<file path="src/rtl/if_fetch_unit_if.sv">
// Instruction-memory channel between the fetch unit and imem.
// Request: valid/ready handshake carrying a word-aligned address.
// Response: in-order read data, at most one word per cycle.
interface if_fetch_unit_if;
  logic        imem_req_valid;
  logic        imem_req_ready;
  logic [31:0] imem_addr;
  logic        imem_rsp_valid;
  logic [31:0] imem_rsp_data;

  modport master (
    output imem_req_valid,
    output imem_addr,
    input  imem_req_ready,
    input  imem_rsp_valid,
    input  imem_rsp_data
  );

  modport slave (
    input  imem_req_valid,
    input  imem_addr,
    output imem_req_ready,
    output imem_rsp_valid,
    output imem_rsp_data
  );
endinterface

</file>
<file path="src/rtl/if_fetch_unit.sv">
// Instruction-fetch stage: issues in-order word fetches to imem, buffers the
// returned words in a prefetch FIFO and presents the FIFO head to decode.
// Handles redirects from EX (flush + discard of in-flight responses) and
// decode stalls.
// Optional build macro IF_NOP_INSERT_EN: while inst_valid=0 the inst output
// carries addi x0,x0,0 instead of the last head word.
module if_fetch_unit #(
  parameter logic [31:0] RESET_PC        = 32'h0000_0000,
  parameter int          FIFO_DEPTH      = 4,
  parameter int          MAX_OUTSTANDING = 2
) (
  input  logic            clk,
  input  logic            reset,
  if_fetch_unit_if.master imem,
  input  logic            redirect_valid,
  input  logic [31:0]     redirect_pc,
  input  logic            stall,
  output logic            inst_valid,
  output logic [31:0]     inst,
  output logic [31:0]     pc_out,
  output logic [31:0]     pcPlus4_out
);

  localparam int          PW      = (FIFO_DEPTH > 1) ? $clog2(FIFO_DEPTH) : 1;
  localparam int          CW      = PW + 1;
  localparam int          OW      = $clog2(MAX_OUTSTANDING + 1);
  localparam logic [31:0] DEPTH_W = 32'(FIFO_DEPTH);
  localparam logic [31:0] MAXO_W  = 32'(MAX_OUTSTANDING);
`ifdef IF_NOP_INSERT_EN
  localparam logic [31:0] NOP_INST = 32'h0000_0013;
`endif

  logic [31:0]   fetch_pc_q, fetch_pc_d;
  logic [31:0]   rsp_pc_q, rsp_pc_d;      // pc of the next response that will be kept
  logic [OW-1:0] outst_q, outst_d;
  logic [OW-1:0] discard_q, discard_d;
  logic [PW-1:0] wr_ptr_q, wr_ptr_d;
  logic [PW-1:0] rd_ptr_q, rd_ptr_d;
  logic [CW-1:0] count_q, count_d;
  logic [31:0]   fifo_inst_q [FIFO_DEPTH];
  logic [31:0]   fifo_pc_q   [FIFO_DEPTH];
  logic [31:0]   hold_pc_q;
`ifndef IF_NOP_INSERT_EN
  logic [31:0]   hold_inst_q;
`endif

  logic        credit_ok;
  logic        req_valid;
  logic        xfer;
  logic        rsp_acc;
  logic        rsp_drop;
  logic        push;
  logic        pop;
  logic        fifo_empty;
  logic [31:0] target_pc;
  logic [31:0] head_inst;
  logic [31:0] head_pc;

  // Credit rule keeps in-flight plus buffered words within the FIFO, so a
  // returning response always has a slot. Responses seen with nothing in
  // flight belong to pre-reset requests and are ignored.
  always_comb begin
    credit_ok  = (32'(outst_q) < MAXO_W) &&
                 ((32'(outst_q) + 32'(count_q)) < DEPTH_W);
    req_valid  = credit_ok && !reset;
    xfer       = req_valid && imem.imem_req_ready;
    rsp_acc    = imem.imem_rsp_valid && (outst_q != '0);
    rsp_drop   = rsp_acc && (discard_q != '0);
    fifo_empty = (count_q == '0);
    push       = rsp_acc && !rsp_drop && !redirect_valid;
    pop        = !fifo_empty && !stall && !redirect_valid;
    target_pc  = redirect_pc & 32'hFFFF_FFFC;
    head_inst  = fifo_inst_q[rd_ptr_q];
    head_pc    = fifo_pc_q[rd_ptr_q];
  end

  // Next-state for fetch address, in-flight bookkeeping and FIFO pointers.
  always_comb begin
    fetch_pc_d = fetch_pc_q;
    rsp_pc_d   = rsp_pc_q;
    outst_d    = outst_q + OW'(xfer) - OW'(rsp_acc);
    discard_d  = discard_q;
    wr_ptr_d   = wr_ptr_q;
    rd_ptr_d   = rd_ptr_q;
    count_d    = count_q;
    if (redirect_valid) begin
      // Everything still in flight after this cycle is stale.
      fetch_pc_d = target_pc;
      rsp_pc_d   = target_pc;
      discard_d  = outst_d;
      wr_ptr_d   = '0;
      rd_ptr_d   = '0;
      count_d    = '0;
    end else begin
      if (xfer) begin
        fetch_pc_d = fetch_pc_q + 32'd4;
      end
      if (rsp_drop) begin
        discard_d = discard_q - OW'(1);
      end
      if (push) begin
        rsp_pc_d = rsp_pc_q + 32'd4;
      end
      wr_ptr_d = wr_ptr_q + PW'(push);
      rd_ptr_d = rd_ptr_q + PW'(pop);
      count_d  = count_q + CW'(push) - CW'(pop);
    end
  end

  // Control state registers with synchronous reset.
  always_ff @(posedge clk) begin
    if (reset) begin
      fetch_pc_q <= RESET_PC;
      rsp_pc_q   <= RESET_PC;
      outst_q    <= '0;
      discard_q  <= '0;
      wr_ptr_q   <= '0;
      rd_ptr_q   <= '0;
      count_q    <= '0;
      hold_pc_q  <= RESET_PC;
    end else begin
      fetch_pc_q <= fetch_pc_d;
      rsp_pc_q   <= rsp_pc_d;
      outst_q    <= outst_d;
      discard_q  <= discard_d;
      wr_ptr_q   <= wr_ptr_d;
      rd_ptr_q   <= rd_ptr_d;
      count_q    <= count_d;
      if (!fifo_empty) begin
        hold_pc_q <= head_pc;
      end
    end
  end

  // Prefetch storage; contents are only meaningful below count_q.
  always_ff @(posedge clk) begin
    if (push) begin
      fifo_inst_q[wr_ptr_q] <= imem.imem_rsp_data;
      fifo_pc_q[wr_ptr_q]   <= rsp_pc_q;
    end
  end

`ifndef IF_NOP_INSERT_EN
  // Last presented word, shown again while the FIFO is empty.
  always_ff @(posedge clk) begin
    if (reset) begin
      hold_inst_q <= '0;
    end else if (!fifo_empty) begin
      hold_inst_q <= head_inst;
    end
  end
`endif

  // Decode-facing outputs and imem request.
  always_comb begin
    imem.imem_req_valid = req_valid;
    imem.imem_addr      = fetch_pc_q;
    inst_valid          = !fifo_empty;
    pc_out              = fifo_empty ? hold_pc_q : head_pc;
    pcPlus4_out         = pc_out + 32'd4;
`ifdef IF_NOP_INSERT_EN
    inst                = fifo_empty ? NOP_INST : head_inst;
`else
    inst                = fifo_empty ? hold_inst_q : head_inst;
`endif
  end

endmodule

</file>
<file path="src/flat_wrapper.sv">
// flat-port wrapper written by rule: the top's interface ports become plain ports
module if_fetch_unit_flat 
#(
  parameter logic [31:0] RESET_PC        = 32'h0000_0000,
  parameter int          FIFO_DEPTH      = 4,
  parameter int          MAX_OUTSTANDING = 2
)
  (clk, reset, redirect_valid, redirect_pc, stall, inst_valid, inst, pc_out, pcPlus4_out, imem_imem_req_valid, imem_imem_addr, imem_imem_req_ready, imem_imem_rsp_valid, imem_imem_rsp_data);
  if_fetch_unit_if imem_i ();
  input  logic clk;
  input  logic reset;
  input  logic redirect_valid;
  input  logic [31:0] redirect_pc;
  input  logic stall;
  output logic inst_valid;
  output logic [31:0] inst;
  output logic [31:0] pc_out;
  output logic [31:0] pcPlus4_out;
  output wire logic [$bits(imem_i.imem_req_valid)-1:0] imem_imem_req_valid;
  output wire logic [$bits(imem_i.imem_addr)-1:0] imem_imem_addr;
  input wire logic [$bits(imem_i.imem_req_ready)-1:0] imem_imem_req_ready;
  input wire logic [$bits(imem_i.imem_rsp_valid)-1:0] imem_imem_rsp_valid;
  input wire logic [$bits(imem_i.imem_rsp_data)-1:0] imem_imem_rsp_data;
  assign imem_imem_req_valid = imem_i.imem_req_valid;
  assign imem_imem_addr = imem_i.imem_addr;
  assign imem_i.imem_req_ready = imem_imem_req_ready;
  assign imem_i.imem_rsp_valid = imem_imem_rsp_valid;
  assign imem_i.imem_rsp_data = imem_imem_rsp_data;
  if_fetch_unit #(.RESET_PC(RESET_PC), .FIFO_DEPTH(FIFO_DEPTH), .MAX_OUTSTANDING(MAX_OUTSTANDING)) u_core (.clk(clk), .reset(reset), .imem(imem_i), .redirect_valid(redirect_valid), .redirect_pc(redirect_pc), .stall(stall), .inst_valid(inst_valid), .inst(inst), .pc_out(pc_out), .pcPlus4_out(pcPlus4_out));
endmodule
</file>
<file path="config.mk">
export PLATFORM = sky130hd
export DESIGN_NAME = if_fetch_unit_flat
export DESIGN_NICKNAME = d
export VERILOG_FILES = /design/src/rtl/if_fetch_unit_if.sv /design/src/rtl/if_fetch_unit.sv /design/src/flat_wrapper.sv
export SDC_FILE = /design/constraint.sdc
export NUM_CORES = 1
export LEC_CHECK = 0
export CAP_MARGIN = 30
export CORE_MARGIN = 10
export CORE_UTILIZATION = 40
export CTS_CLUSTER_DIAMETER = 30
export DETAILED_ROUTE_END_ITERATION = 10
export SYNTH_ARGS = -nofsm -noshare
export SYNTH_HDL_FRONTEND = slang
export SYNTH_SLANG_ARGS = --single-unit
</file>
<file path="constraint.sdc">
create_clock -name clk -period 14.97 [get_ports clk]
set_clock_uncertainty 0.05 [all_clocks]
set_input_delay 4.491 -clock clk [delete_from_list [all_inputs] [get_ports clk]]
set_output_delay 4.491 -clock clk [all_outputs]
set_load 0.01 [all_outputs]
</file>
==> results of run 1 <==
==> critical path: stages <==
cell and delay [ns]:
buf_4 0.28, or4_1 0.55, nor2_1 0.14, clkdlybuf4s50_1 0.56
==> Yosys cell counts, types with 5 or more instances <==
master | instances | share of area (%)
nor2b_1 | 6 | 0.24
dfxtp_1 | 135 | 17
a211oi_1 | 11 | 0.52
xnor2_1 | 58 | 3.2
a21boi_0 | 32 | 1.5
and2_1 | 8 | 0.32
nand3_1 | 36 | 1.1
nor2_1 | 58 | 1.4
xor2_1 | 30 | 1.7
o21a_1 | 7 | 0.33
nor4_1 | 6 | 0.24
buf_4 | 5 | 0.24
nor3_1 | 17 | 0.54
nand4_1 | 26 | 1.0
mux4_2 | 61 | 8.7
clkbuf_1 | 30 | 0.71
o21bai_1 | 6 | 0.29
edfxtp_1 | 248 | 47
a21oi_1 | 68 | 2.2
ha_1 | 11 | 0.87
and3_1 | 8 | 0.32
mux2i_1 | 25 | 1.6
buf_2 | 13 | 0.41
and4_1 | 8 | 0.44
nand2_1 | 143 | 3.4
inv_1 | 60 | 1.4
==> routing by layer <==
| metal | wire length, um | global-route usage, % |
|---|---|---|
| met5 | 0 | 0 |
| met2 | 18500 | 25.9 |
| met3 | 2480 | 4.31 |
| met4 | 676 | 5.44 |
| met1 | 17000 | 20.7 |
==> registers in the layout (all words and copies together), names as in the netlist, 3 cells and up <==
name	flops
u_core.fifo_inst_q	128
u_core.fifo_pc_q	120
u_core.hold_inst_q	32
u_core.hold_pc_q	32
u_core.imem.imem_addr	30
u_core.rsp_pc_q	30
u_core.count_q	3
==> layout make-up <==
| type | instances | area (um2) | share of cell area (%) |
|---|---|---|---|
| inverters | 61 | 229 | 1.08 |
| flip-flops and latches | 383 | 10200 | 47.9 |
| multi-input cells | 668 | 5150 | 24.3 |
| clock buffers | 100 | 2220 | 10.5 |
| clock inverters | 58 | 722 | 3.40 |
| repair buffers | 208 | 2080 | 9.81 |
| well taps | 518 | 648 | 3.06 |
==> final timing paths <==
path	slack, ns	end	startpoint	depth (start not counted)
setup / recovery	4.39	imem_imem_req_valid	reset	4
setup reg to reg	11.94	u_core.hold_pc_q[25]$_SDFF_PP0_	u_core.count_q[2]$_SDFF_PP0_	6
hold / removal	0.41	u_core.hold_inst_q[24]$_SDFF_PP0_	u_core.hold_inst_q[24]$_SDFF_PP0_	2
hold reg to reg	0.41	u_core.hold_inst_q[24]$_SDFF_PP0_	u_core.hold_inst_q[24]$_SDFF_PP0_	2
==> power groups by stage <==
stage	registers (mW)	clock network [mW]	logic, mW
after global placement	1.23	0	0.281
final	1.21	1.86	0.283
after global routing	1.21	1.96	0.309
after CTS	1.21	1.90	0.288
after floorplan	1.22	0	0.147
after detailed placement	1.23	0	0.286
==> kinds of logic (layout without fill, tap and decap cells) <==
kind of cell,count (synthesis),count (layout),synth area share [%]
AOI/OAI and AO/OA,147,147,6.06
xor gates and xnor gates,88,88,4.89
adders and majority gates,12,12,0.999
buffers and inverters,116,427,3.24
DFF,383,383,64.3
muxes,87,87,10.5
other,1,2,0.0238
and+or+nand+nor,332,332,9.99
==> through the flow <==
stage / hold slack (ns) / cells
2_1_floorplan: 0.390 / 1167
3_3_place_gp: 0.396 / 1836
3_5_place_dp: 0.403 / 1837
4_1_cts: 0.409 / 1995
5_1_grt: 0.421 / 1996
6_report: 0.406 / 1996
==> run metrics, run 1 <==
Yosys warning count=0; CP max FO=51; Async SR Flop Fraction=0%; Area Overhead vs Synth=34.4%; CTS H-Tree Depth=3; routed vias=10,095; P_int=2.56 mW; I/O pin count=200; Final #Nets=1,488; Sum Neg Setup Slack=0 ns; Seq cells post-synth=383; Syn Std Cell Area=0.0158 mm2; WS Path Type=primary input to output port; Max Cap Viol=0; die width=219 um; number of synthesized flops with an enable pin=248; number of diodes=0; Min-Delay Path Class=flip-flop to flip-flop; Total GRT Usage=16.1%; # hold bufs at CTS=0; first-pass GRT wire length=60.1 mm; Sw Share=23.7%; Initial Util=40.6%; CTS tree=done; setup violators final=0; FP Rows=72; Fmax=94.5 MHz; endpoint class of the critical path=output port; post-synthesis area per instance=13.5 um2; PnR Total Power=3.36 mW; DRT Wirelength=38.6 mm; Buffers on Ports=195; total grt overflow=0; DR WL/cell=19.4 um; Worst Path Required=10.43 ns; Final Hold Vio Count=0; total CTS buffers=84; Post-CTS Setup Inserts=0; clk_lat worst skew=0.60 ns; Layout fillers=3,234; layout cells sized above 1=16.2%; crit share post-route=70.7%; Area after DPL=0.0182 mm2; share of power burned in registers=36.0%; clock power share=55.5%; Core Region=0.0388 mm2; Worst Tran Pin Value=0.969 ns; Sw Pwr=0.794 mW; Num Clock Sinks=383; dominant synthesized flop cell=edfxtp_1; Final Worst Setup Slack=4.39 ns; Leakage=7.47 nW; final core occ=54.6%; CTS root buf=clkbuf_16; post-CTS sizing=0; fin crit period=10.58 ns; power share of the combinational group=8.4%; Startpoint Class=primary input; commonest non-fill, non-tap cell in the layout=edfxtp_1; relative slew slack=35.4%; most frequent cells in the layout=edfxtp_1, clkdlybuf4s50_1, nand2_1; RSZ-0062 raised after global routing=false; Synth cell types=59; clock slew at reported path FFs=0.05 ns; gp weighted congestion=0.772; sequential area share after synthesis=64.3%; CP arrival=6.04 ns; placed wire-length estimate=23.9 mm; DR vias/cell=5.06; Post-route DRC=0; Setup WS pre-CTS=4.40 ns; antenna violations before repair=0; Clock Tree Buf Depth=3; Slew Limit Fails=0; vias in the first global route=10,534; Post-DRT Antenna Nets=0; drt initial violations=528; status=finished, final reports clean; DIE HEIGHT=219 um; pin count of the biggest net entering global routing=65; DR pass1 iterations=5; Finished Cell Area=0.0212 mm2; Peak supply drop=0.0992 mV; die area=0.0478 mm2; pwr dens=158 mW/mm2; Post-Syn Instances=1,166
Note: power is estimated with default switching activity, not from simulation.
==> inputs of run 2 (changes only) <==
==> constraint.sdc (replaced) <==
create_clock -name clk -period 10.05 [get_ports clk]
set_clock_uncertainty 0.05 [all_clocks]
set_input_delay 3.015 -clock clk [delete_from_list [all_inputs] [get_ports clk]]
set_output_delay 3.015 -clock clk [all_outputs]
set_load 0.01 [all_outputs]
==> run 2 against run 1 <==
Wire length up 0.75%. Sequential power rose by 49%. Worst hold slack about the same. Non-clock buffer count grew 3. Combinational power rose by 51%. Register-to-register slack lost 4.8 ns. Global-route usage up 0.14 points. First-iteration DRC count is 9.5% higher. Flip-flop and latch count unchanged. Critical path type unchanged.
==> run metrics, run 2 (synthesized netlist as in run 1, its figures left out) <==
clk_lat worst skew=0.60 ns (about the same); Peak supply drop=0.156 mV (+57%); max reg flops=128 (unchanged); Final #Nets=1,492 (+0.27%); routed length on met3=2.44 mm (-1.7%); Post-DRT Antenna Nets=0 (unchanged); Fmax=130 MHz; Leakage=7.52 nW (+0.64%); Sum Neg Setup Slack=0 ns (unchanged); endpoint class of the critical path=output port; gp weighted congestion=0.770 (-0.17%); CTS H-Tree Depth=3 (unchanged); DR WL met2=18.5 mm (-0.24%); Top Registers=u_core.fifo_inst_q: 128 flops, u_core.fifo_pc_q: 120 flops; status=finished, final reports clean; CP arrival=4.60 ns (-1.44 ns); DR WL/cell=19.5 um (+0.65%); Area Overhead vs Synth=34.9%; first-pass GRT wire length=60.4 mm (+0.48%); post-CTS sizing=0 (unchanged); PnR Total Power=5.00 mW (+49%); Layout fillers=3,180 (-1.7%); CP max FO=55 (+7.8%); Post-CTS Setup Inserts=0 (unchanged); DRT Wirelength=38.9 mm (+0.75%); pin count of the biggest net entering global routing=63 (-3.1%); Max Cap Viol=0 (unchanged); routed vias=10,088 (-0.069%); setup violators final=0 (unchanged); Buffers on Ports=195 (unchanged); drt initial violations=578 (+9.5%); relative slew slack=34.9% (-0.47 points); crit share post-route=76.3%; Initial Util=40.6% (unchanged); Min-Delay Path Class=flip-flop to flip-flop; Num Clock Sinks=383 (unchanged); Post-route DRC=0 (unchanged); highest metal used=met4; Worst Tran Pin Value=0.976 ns (+0.00707 ns); commonest non-fill, non-tap cell in the layout=edfxtp_1; Biggest register=u_core.fifo_inst_q; antenna violations before repair=1 (+1); die area=0.0478 mm2 (unchanged); DR pass1 iterations=5 (unchanged); Total GRT Usage=16.3% (+0.14 points); Clock Tree Buf Depth=3 (unchanged); DR vias/cell=5.05 (-0.17%); DIE HEIGHT=219 um (unchanged); Final Hold Vio Count=0 (unchanged); wl on met1=17.2 mm (+1.3%); most frequent cells in the layout=edfxtp_1, clkdlybuf4s50_1, nand2_1; total CTS buffers=85 (+1.2%); layout cells sized above 1=16.4% (+0.19 points); clock slew at reported path FFs=0.04 ns (about the same); Startpoint Class=primary input; # hold bufs at CTS=0 (unchanged); FP Rows=72 (unchanged); vias in the first global route=10,713 (+1.7%); fin crit period=7.67 ns; total grt overflow=0 (unchanged); Worst Path Required=6.99 ns (-3.44 ns); Slew Limit Fails=0 (unchanged); pwr dens=235 mW/mm2 (+49%); CTS tree=done; I/O pin count=200 (unchanged); CTS root buf=clkbuf_16; die width=219 um (unchanged); Core Region=0.0388 mm2 (unchanged); WS Path Type=primary input to output port; RSZ-0062 raised after global routing=false; placed wire-length estimate=24.2 mm (+1.6%)
-- run 2: report_power, final --
part / switching, mW / total [mW] / internal, mW
Combinational: 0.220 / 0.426 / 0.206
Sequential: 0.0488 / 1.80 / 1.75
Clock: 0.888 / 2.78 / 1.89
-- run 2: worst paths after layout --
path | slack (ns) | startpoint | depth (start not counted) | end
hold reg to reg | 0.41 | u_core.hold_inst_q[23]$_SDFF_PP0_ | 2 | u_core.hold_inst_q[23]$_SDFF_PP0_
setup reg to reg | 7.16 | u_core.count_q[2]$_SDFF_PP0_ | 10 | u_core.count_q[2]$_SDFF_PP0_
setup / recovery | 2.38 | reset | 4 | imem_imem_req_valid
hold / removal | 0.41 | u_core.hold_inst_q[23]$_SDFF_PP0_ | 2 | u_core.hold_inst_q[23]$_SDFF_PP0_
-- run 2: routing by layer --
| layer | vias to the layer above | GRT usage (%) |
|---|---|---|
| met5 | - | 0 |
| met2 | 273 | 26.1 |
| li1 | 4808 | - |
| met4 | 0 | 5.92 |
| met3 | 64 | 4.14 |
| met1 | 4943 | 20.9 |
-- run 2: layout make-up --
cell class | count | area, um2 | area share [%]
Multi-Input combinational cell | 668 | 5160 | 24.3
Timing Repair Buffer | 211 | 2150 | 10.1
Sequential cell | 383 | 10200 | 47.7
Inverter | 61 | 229 | 1.08
Tap cell | 518 | 648 | 3.05
Antenna cell | 1 | 2.50 | 0.0118
Clock buffer | 104 | 2290 | 10.8
Clock inverter | 52 | 646 | 3.03
-- run 2: critical path, stage by stage --
cell and delay [ns]:
buf_4 0.28, or4_1 0.57, nor2_1 0.16, clkdlybuf4s50_1 0.56
-- run 2: per-stage QoR --
stage	cell area, um2	hold slack (ns)	setup WS, ns	util (%)	instances
global placement	18200	0.397	2.36	47.0	1837
global route	21300	0.425	2.11	54.8	1997
floorplan	15800	0.390	2.56	-	1167
finish	21300	0.405	2.38	54.8	1998
CTS	21200	0.408	2.29	54.6	1994
detailed placement	18300	0.402	2.37	47.0	1838
